--- src/rtl/usf_modulo_folder.sv ---
// -----------------------------------------------------------------------------
// usf_modulo_folder
//
// Streaming modulo-folding encoder. Each accepted signed sample y is folded
// into [-L, L) by one +/-2L correction per cycle. The result f is emitted as
// an offset ADC code f+L in [0, 2L-1], along with the fold count k, where
// y = f + 2L*k. A sample that still lies outside the range after MAX_FOLDS
// corrections is clipped to the nearest code edge and flagged as saturated.
// Codes and fold counts are collected into frames of FRAME_LEN entries.
// Each complete frame is presented as a held, double-buffered parallel array.
//
// Ports
//   clk          single clock, all logic on posedge
//   reset        synchronous, active-high
//   en           acceptance enable (does not stall a sample already folding)
//   in_valid     in_sample is valid this cycle
//   in_ready     block can accept a sample this cycle
//   in_sample    signed unfolded sample y (IN_RES bits)
//   out          FRAME_LEN folded codes, index 0 = oldest sample of the frame
//   k_out        FRAME_LEN signed fold counts, same ordering as out
//   frame_valid  one-cycle pulse when a new frame appears on out/k_out
//   sat          the frame on out holds at least one saturated sample
// -----------------------------------------------------------------------------
module usf_modulo_folder #(
    parameter int ADC_RES   = 12,
    parameter int IN_RES    = 16,
    parameter int L         = 1024,
    parameter int FRAME_LEN = 8,
    parameter int MAX_FOLDS = 15,
    parameter int K_RES     = 5
) (
    input  logic                                  clk,
    input  logic                                  reset,
    input  logic                                  en,
    input  logic                                  in_valid,
    output logic                                  in_ready,
    input  logic signed [IN_RES-1:0]              in_sample,
    output logic        [FRAME_LEN-1:0][ADC_RES-1:0] out,
    output logic signed [FRAME_LEN-1:0][K_RES-1:0]   k_out,
    output logic                                  frame_valid,
    output logic                                  sat
);

    // Two guard bits let acc absorb one +/-2L step for any input without
    // wrapping, because 2L never exceeds the input range by more than that.
    localparam int ACC_W = IN_RES + 2;
    localparam int IDX_W = (FRAME_LEN > 1) ? $clog2(FRAME_LEN) : 1;

    localparam logic signed [ACC_W-1:0] L_A     = ACC_W'(L);
    localparam logic signed [ACC_W-1:0] NEG_L_A = -ACC_W'(L);
    localparam logic signed [ACC_W-1:0] TWO_L_A = ACC_W'(2 * L);
    localparam logic signed [K_RES-1:0] K_ONE   = K_RES'(1);
    localparam logic signed [K_RES-1:0] K_MAX   = K_RES'(MAX_FOLDS);
    localparam logic signed [K_RES-1:0] K_MIN   = -K_RES'(MAX_FOLDS);
    localparam logic [ADC_RES-1:0]      CODE_MAX = ADC_RES'(2 * L - 1);
    localparam logic [IDX_W-1:0]        LAST_IDX = IDX_W'(FRAME_LEN - 1);

    typedef enum logic {
        S_IDLE = 1'b0,
        S_FOLD = 1'b1
    } state_t;

    // Offset code of an in-range folded value: f in [-L, L) maps to f+L.
    function automatic logic [ADC_RES-1:0] offset_code(
        input logic signed [ACC_W-1:0] a
    );
        return ADC_RES'(a + L_A);
    endfunction

    // Clipped code for a sample that ran out of fold iterations.
    function automatic logic [ADC_RES-1:0] clip_code(input logic hi);
        return hi ? CODE_MAX : '0;
    endfunction

    // Control state
    state_t           state_q, state_d;
    logic [IDX_W-1:0] idx_q, idx_d;
    logic             sat_pend_q, sat_pend_d;
    logic             sat_q, sat_d;
    logic             fv_q, fv_d;

    // Datapath state
    logic signed [ACC_W-1:0]                acc_q, acc_d;
    logic signed [K_RES-1:0]                k_q, k_d;
    logic [FRAME_LEN-1:0][ADC_RES-1:0]      buf_code_q, buf_code_d;
    logic signed [FRAME_LEN-1:0][K_RES-1:0] buf_k_q, buf_k_d;
    logic [FRAME_LEN-1:0][ADC_RES-1:0]      out_q, out_d;
    logic signed [FRAME_LEN-1:0][K_RES-1:0] k_out_q, k_out_d;

    // Range classification of the current accumulator
    logic above, below, at_limit, sat_hit;
    logic wr;
    logic [ADC_RES-1:0] wr_code;

    assign above    = (acc_q >= L_A);
    assign below    = (acc_q < NEG_L_A);
    assign at_limit = (k_q == K_MAX) || (k_q == K_MIN);
    assign sat_hit  = at_limit && (above || below);

    always_comb begin
        state_d    = state_q;
        idx_d      = idx_q;
        sat_pend_d = sat_pend_q;
        sat_d      = sat_q;
        fv_d       = 1'b0;
        acc_d      = acc_q;
        k_d        = k_q;
        buf_code_d = buf_code_q;
        buf_k_d    = buf_k_q;
        out_d      = out_q;
        k_out_d    = k_out_q;
        in_ready   = 1'b0;
        wr         = 1'b0;
        wr_code    = '0;

        case (state_q)
            S_IDLE: begin
                // Holding reset keeps the handshake closed so nothing is
                // accepted in a cycle whose state is about to be discarded.
                in_ready = en && !reset;
                if (in_valid && in_ready) begin
                    acc_d   = {{2{in_sample[IN_RES-1]}}, in_sample};
                    k_d     = '0;
                    state_d = S_FOLD;
                end
            end
            S_FOLD: begin
                if (sat_hit) begin
                    // k is already +/-MAX_FOLDS here, so it is written as is.
                    wr      = 1'b1;
                    wr_code = clip_code(above);
                    state_d = S_IDLE;
                end else if (above) begin
                    acc_d = acc_q - TWO_L_A;
                    k_d   = k_q + K_ONE;
                end else if (below) begin
                    acc_d = acc_q + TWO_L_A;
                    k_d   = k_q - K_ONE;
                end else begin
                    wr      = 1'b1;
                    wr_code = offset_code(acc_q);
                    state_d = S_IDLE;
                end
            end
            default: state_d = S_IDLE;
        endcase

        if (wr) begin
            buf_code_d[idx_q] = wr_code;
            buf_k_d[idx_q]    = k_q;
            if (idx_q == LAST_IDX) begin
                // The frame snapshot includes the write made in this cycle.
                out_d      = buf_code_d;
                k_out_d    = buf_k_d;
                sat_d      = sat_pend_q || sat_hit;
                sat_pend_d = 1'b0;
                idx_d      = '0;
                fv_d       = 1'b1;
            end else begin
                sat_pend_d = sat_pend_q || sat_hit;
                idx_d      = idx_q + IDX_W'(1);
            end
        end
    end

    // Control registers and the presented frame, which must read back as zero
    // after reset.
    always_ff @(posedge clk) begin
        if (reset) begin
            state_q    <= S_IDLE;
            idx_q      <= '0;
            sat_pend_q <= 1'b0;
            sat_q      <= 1'b0;
            fv_q       <= 1'b0;
            out_q      <= '0;
            k_out_q    <= '0;
        end else begin
            state_q    <= state_d;
            idx_q      <= idx_d;
            sat_pend_q <= sat_pend_d;
            sat_q      <= sat_d;
            fv_q       <= fv_d;
            out_q      <= out_d;
            k_out_q    <= k_out_d;
        end
    end

    // Working datapath: every buffer slot is rewritten before the next frame
    // snapshot, and acc/k are loaded on acceptance, so no reset is needed.
    always_ff @(posedge clk) begin
        acc_q      <= acc_d;
        k_q        <= k_d;
        buf_code_q <= buf_code_d;
        buf_k_q    <= buf_k_d;
    end

    assign out         = out_q;
    assign k_out       = k_out_q;
    assign frame_valid = fv_q;
    assign sat         = sat_q;

endmodule

--- config.mk ---
export PLATFORM = sky130hd
export DESIGN_NAME = usf_modulo_folder
export DESIGN_NICKNAME = d
export VERILOG_FILES = /design/src/rtl/usf_modulo_folder.sv
export SDC_FILE = /design/constraint.sdc
export NUM_CORES = 1
export LEC_CHECK = 0
export CAP_MARGIN = 20
export CORE_ASPECT_RATIO = 1.75
export CORE_MARGIN = 8
export CORE_UTILIZATION = 55
export DETAILED_ROUTE_END_ITERATION = 8
export GPL_ROUTABILITY_DRIVEN = 0
export MAX_ROUTING_LAYER = met4
export PLACE_DENSITY = 0.79
export SYNTH_ARGS = -nofsm -noshare
export SYNTH_HDL_FRONTEND = slang
export SYNTH_SLANG_ARGS = --single-unit
--- constraint.sdc ---
create_clock -name clk -period 7.2 [get_ports clk]
set_clock_uncertainty 0.05 [all_clocks]
set_input_delay 0.72 -clock clk [delete_from_list [all_inputs] [get_ports clk]]
set_output_delay 0.72 -clock clk [all_outputs]
set_load 0.03 [all_outputs]
### Word-level counts from Yosys, hierarchy flattened

Index checks and enable logic that the tools add are counted.

* input port bits: 20
* output and inout bits: 139
* register bits after elaboration: 302

* order comparisons: 4
* bitwise gates (word level): 2
* reductions and logical operators: 11
* equal/unequal tests: 6
* muxes and demuxes: 34
* add/subtract/negate cells: 6

Operators with widths (count)
* $bwmux W96: 1
* $mux W18: 4
* $mux W12: 5
* $bwmux W40: 1
* $demux W12 S3: 1
* $pmux W18 S2: 1
* $mux W5: 5
* $add A18 B13 Y18 const B: 1
* $ge A18 B12 Y1 const B: 1
* $lt A18 B11 Y1 const B: 1
* $sub A18 B13 Y18 const B: 1
* $demux W5 S3: 1
* $add A12 B12 Y12 const B: 1
* $mux W1: 11
* $mux W11: 1
* $eq A5 B5 Y1 const B: 2
* $pmux W5 S2: 1
* $add A5 B2 Y5 const B: 1
* $sub A5 B2 Y5 const B: 1
* $logic_and A1 B1 Y1: 4
* $lt A3 B4 Y1 const B: 1
* $ne A2 B2 Y1 const B: 2
* $add A3 B1 Y3 const B: 1
* $eq A3 B3 Y1 const B: 1
* other kinds (10): 13

### Depth between registers and ports, before layout

* word-level depth: 7
* mapped depth: 11
* mapped depth without buffers: 11

### Worst setup path after synthesis

OpenSTA, ideal clock, no wires.

* path kind: reg2reg
* start: register acc_q[12]
* end: register buf_code_q[0] (netlist bit) (enable)
* cell stages (with the launch flop): 5
* slack: 2476 ps
* period minus slack after synthesis: 4724 ps
* setup time: 489 ps
* data arrival time: 4185 ps
* path through: edfxtp_1 or4_4 nor3_4 a311oi_1 inv_1

* word-level cells in the longest chain between the ends: 5
* elaborated cells on any way between the ends: 8
* classes of those cells: order compare (2); mux (4); reduce/logical (2)

Ends and longest elaborated chain
* from (decl): RTL line 83 `logic signed [ACC_W-1:0] acc_q, acc_d;`
* from (signal assigned): RTL line 191 `acc_q <= acc_d;`
* $lt A18 B11 Y1 or $ge A18 B12 Y1 (tied branches): RTL line 96, 95
* $mux W1 or $logic_or A1 B1 Y1 (tied branches): RTL line 136, 98
* $mux W1 or $logic_and A1 B1 Y1 (tied branches): RTL line 133, 98
* $mux W1 (*): RTL line 128 `if (sat_hit) begin`
* $mux W1 (*): RTL line 116 `case (state_q)`
* to (signal assigned): RTL line 193 `buf_code_q <= buf_code_d;`
* to (decl): RTL line 85 `logic [FRAME_LEN-1:0][ADC_RES-1:0] buf_code_q, buf_code_d;`

Every way passes the cells marked *; elsewhere a longest branch is shown, timed or not.
A chain may end at the register's enable or synchronous reset.

### Final worst setup path

* start: register acc_q[8]
* end: register buf_code_q[76] (netlist bit) (enable)

The elaborated chain is that of the path after synthesis.

==> impl_metrics.env <==
export IMPL_outcome="finished clean"
export IMPL_ant_nets=0
export IMPL_synth_area_leaders="edfxtp_1 37%, dfxtp_1 22%, o32ai_1 5.9%"
export IMPL_wl_per_cell_um=20.9
export IMPL_layout_drive_gt1_share_pct=9.44
export IMPL_dr_total_vias=9985
export IMPL_globalRouteOverflowTotal=0
export IMPL_power_leakage_nw=5.17
export IMPL_die_area_sq_mm=0.0292
export IMPL_first_global_vias=10000
export IMPL_antenna_cells=0
export IMPL_wirelength_um=34500
export IMPL_tritoncts="done"
export IMPL_worst_setup_path_start_kind="register"
export IMPL_worst_slack_ns=3.23
export IMPL_place_ws_ns=3.30
export IMPL_criticalPathCategory="register to register"
export IMPL_h_tree_depth=1
export IMPL_netlist_area_sq_mm=0.0131
export IMPL_cts_sink_count=302
export IMPL_rsz0062_at_grt="no"
export IMPL_syn_to_final_growth_pct=18.7
export IMPL_synthTopCellsByCount="191 x nor2_1, 159 x edfxtp_1, 143 x dfxtp_1, 99 x inv_1, 88 x o32ai_1"
export IMPL_seq_area_frac_synth_pct=58.4
export IMPL_avgSynthCellArea_sq_um=10.6
export IMPL_async_reset_ff_share_pct=0
export IMPL_cts_setup_buffers=0
export IMPL_cp_data_arrival_time_ns=4.06
export IMPL_cts_buffers=26
export IMPL_crit_path_max_fanout=78
export IMPL_die_h_um=220
export IMPL_via_per_inst=6.05
export IMPL_hold_viol_final=0
export IMPL_cts_root_buffer="clkbuf_16"
export IMPL_worstMarginPinSlew_ns=1.10
export IMPL_setup_violations=0
export IMPL_cpPeakStageDelay_ns=1.01
export IMPL_synth_top_cell_area_share_pct=36.5
export IMPL_cp_slowest_cell="a311oi_1"
export IMPL_start_util_pct=56.0
export IMPL_synth_warnings=0
export IMPL_clk_pin_slew_ns=0.07
export IMPL_p_per_area_mw_per_mm2=216
export IMPL_layout_nets=1361
export IMPL_die_w_um=133
export IMPL_clockBufferDepth=3
export IMPL_fp_coreArea_sq_mm=0.0233
export IMPL_fmax_ghz=0.252
export IMPL_end_kind="register"
export IMPL_synth_seq_cells=302
export IMPL_ios=159
export IMPL_synth_edff_count=159
export IMPL_fp_row_count=74
export IMPL_place_area_sq_mm=0.0146
export IMPL_irDropWorstVdd_mv=0.188
export IMPL_slew_violations=0
export IMPL_relSlewSlack_pct=26.2
export IMPL_dpl_hpwl_um=22700
export IMPL_yosysTopAreaCell="edfxtp_1"
export IMPL_holdBufCountCts=0
export IMPL_synth_cell_types=58
export IMPL_min_path_type="register to register"
export IMPL_cts_resized=0
export IMPL_synthFlopType="edfxtp_1"
export IMPL_tns_ns=0
export IMPL_synth_most_common_cell="nor2_1"
export IMPL_finalCritPeriodShare_pct=55.1
export IMPL_clkLatencyLatePin_ns=0.54
export IMPL_synth_cells=1232
export IMPL_synth_nets=1267
export IMPL_drtIter0Drc=856
export IMPL_drv_cap=0
export IMPL_worstPathRequired_ns=7.29
export IMPL_grt_pass1_wl_um=54400
export IMPL_path_cells="nor4_1 > nand3_2 > a311oi_1 > inv_6 > buf_4"
export IMPL_final_core_util_pct=66.5
export IMPL_dr_pass1_iters=5
export IMPL_route_detailed_drc=0
export IMPL_antenna_found_initial=0
export IMPL_numPortBuffers=158
export IMPL_fin_area_sq_mm=0.0155
export IMPL_post_route_min_period_ns=3.97
export IMPL_track_usage_pct=23.8
export IMPL_grt_max_degree=79
[power by group]
group | internal (mW) | leakage [nW] | switching, mW
combinational | 0.0385 | 2.16 | 0.0650
clock | 0.797 | 0.420 | 0.624
sequential | 1.81 | 2.59 | 0.0160
[cells by family after synthesis]
logic type	count (synthesis)	share of synthesized area, %
DFF	302	58.4
buffers and inverters	206	7.03
muxes	16	1.36
AOI/OAI and AO/OA	278	17.3
adders and majority gates	15	1.55
and+or+nand+nor	409	13.8
xor gates and xnor gates	6	0.507
[final timing paths]
check                           slack, ns      from  cells past startpoint              to
worst max-delay path                 3.23  acc_q[8]                      5  buf_code_q[76]
worst min-delay path                 0.41   out[24]                      2         out[24]
worst max register to register       3.23  acc_q[8]                      5  buf_code_q[76]
worst min register to register       0.41   out[24]                      2         out[24]
[through the flow]
step | instances | hold WS (ns) | total power, mW
after floorplan | 1232 | 0.388 | 1.93
after global placement | 1599 | 0.396 | 1.96
after detailed placement | 1600 | 0.397 | 1.97
after CTS | 1648 | 0.409 | 3.36
after global routing | 1650 | 0.431 | 3.43
final | 1650 | 0.407 | 3.35
[layout by cell type (no fill, tap or decap), types with 5 or more instances in the layout]
cell,Yosys,layout
edfxtp_1,159,159
a21oi_1,58,58
clkbuf_16,0,28
nor3_1,84,83
dfxtp_1,143,143
a211oi_1,49,49
a21o_1,5,5
mux2_2,14,14
a311oi_1,9,9
o21ai_0,14,14
nor2_1,191,191
clkdlybuf4s50_1,0,157
ha_1,13,13
inv_1,99,98
o32ai_1,88,88
nor2b_1,12,12
clkbuf_8,0,6
buf_4,1,10
a211oi_2,41,41
clkinv_1,2,6
clkbuf_1,65,5
nand2_1,83,83
nand3_1,11,11
[metal layers]
| layer | vias to the layer above | routed length (um) | part of all wire (%) | global-route usage [%] |
|---|---|---|---|---|
| met5 | - | 0 | 0 | - |
| met4 | 0 | 1590 | 4.6 | 11.0 |
| met3 | 99 | 2130 | 6.2 | 3.49 |
| met2 | 412 | 18200 | 53 | 41.8 |
| met1 | 4837 | 12500 | 36 | 26.4 |
| li1 | 4637 | - | - | - |
[layout make-up]
class                      count  area, sq um
fill                        1804         7810
sequential                   302         7640
multi-input combinational    724         4560
timing repair buffer         171         1700
clock buffer                  38          788
inverter                     101          384
tap                          304          380
clock inverter                10         78.8
[registers in the layout, summed over array words and instances (netlist names)]
| name | flops |
|---|---|
| acc_q | 18 |
| buf_code_q | 96 |
| buf_k_q | 40 |
| frame_valid | 1 |
| idx_q | 3 |
| k_out | 40 |
| k_q | 5 |
| out | 96 |
| sat | 1 |
| sat_pend_q | 1 |
| state_q | 1 |
[critical path, delay by kind of cell (launching register included)]
family,cells,cell delay [ns]
and+or+nand+nor,2,0.75
buffers and inverters,2,1.03
DFF,1,0.64
AOI/OAI and AO/OA,1,1.01
No activity file was read; power rests on OpenSTA's default activity.
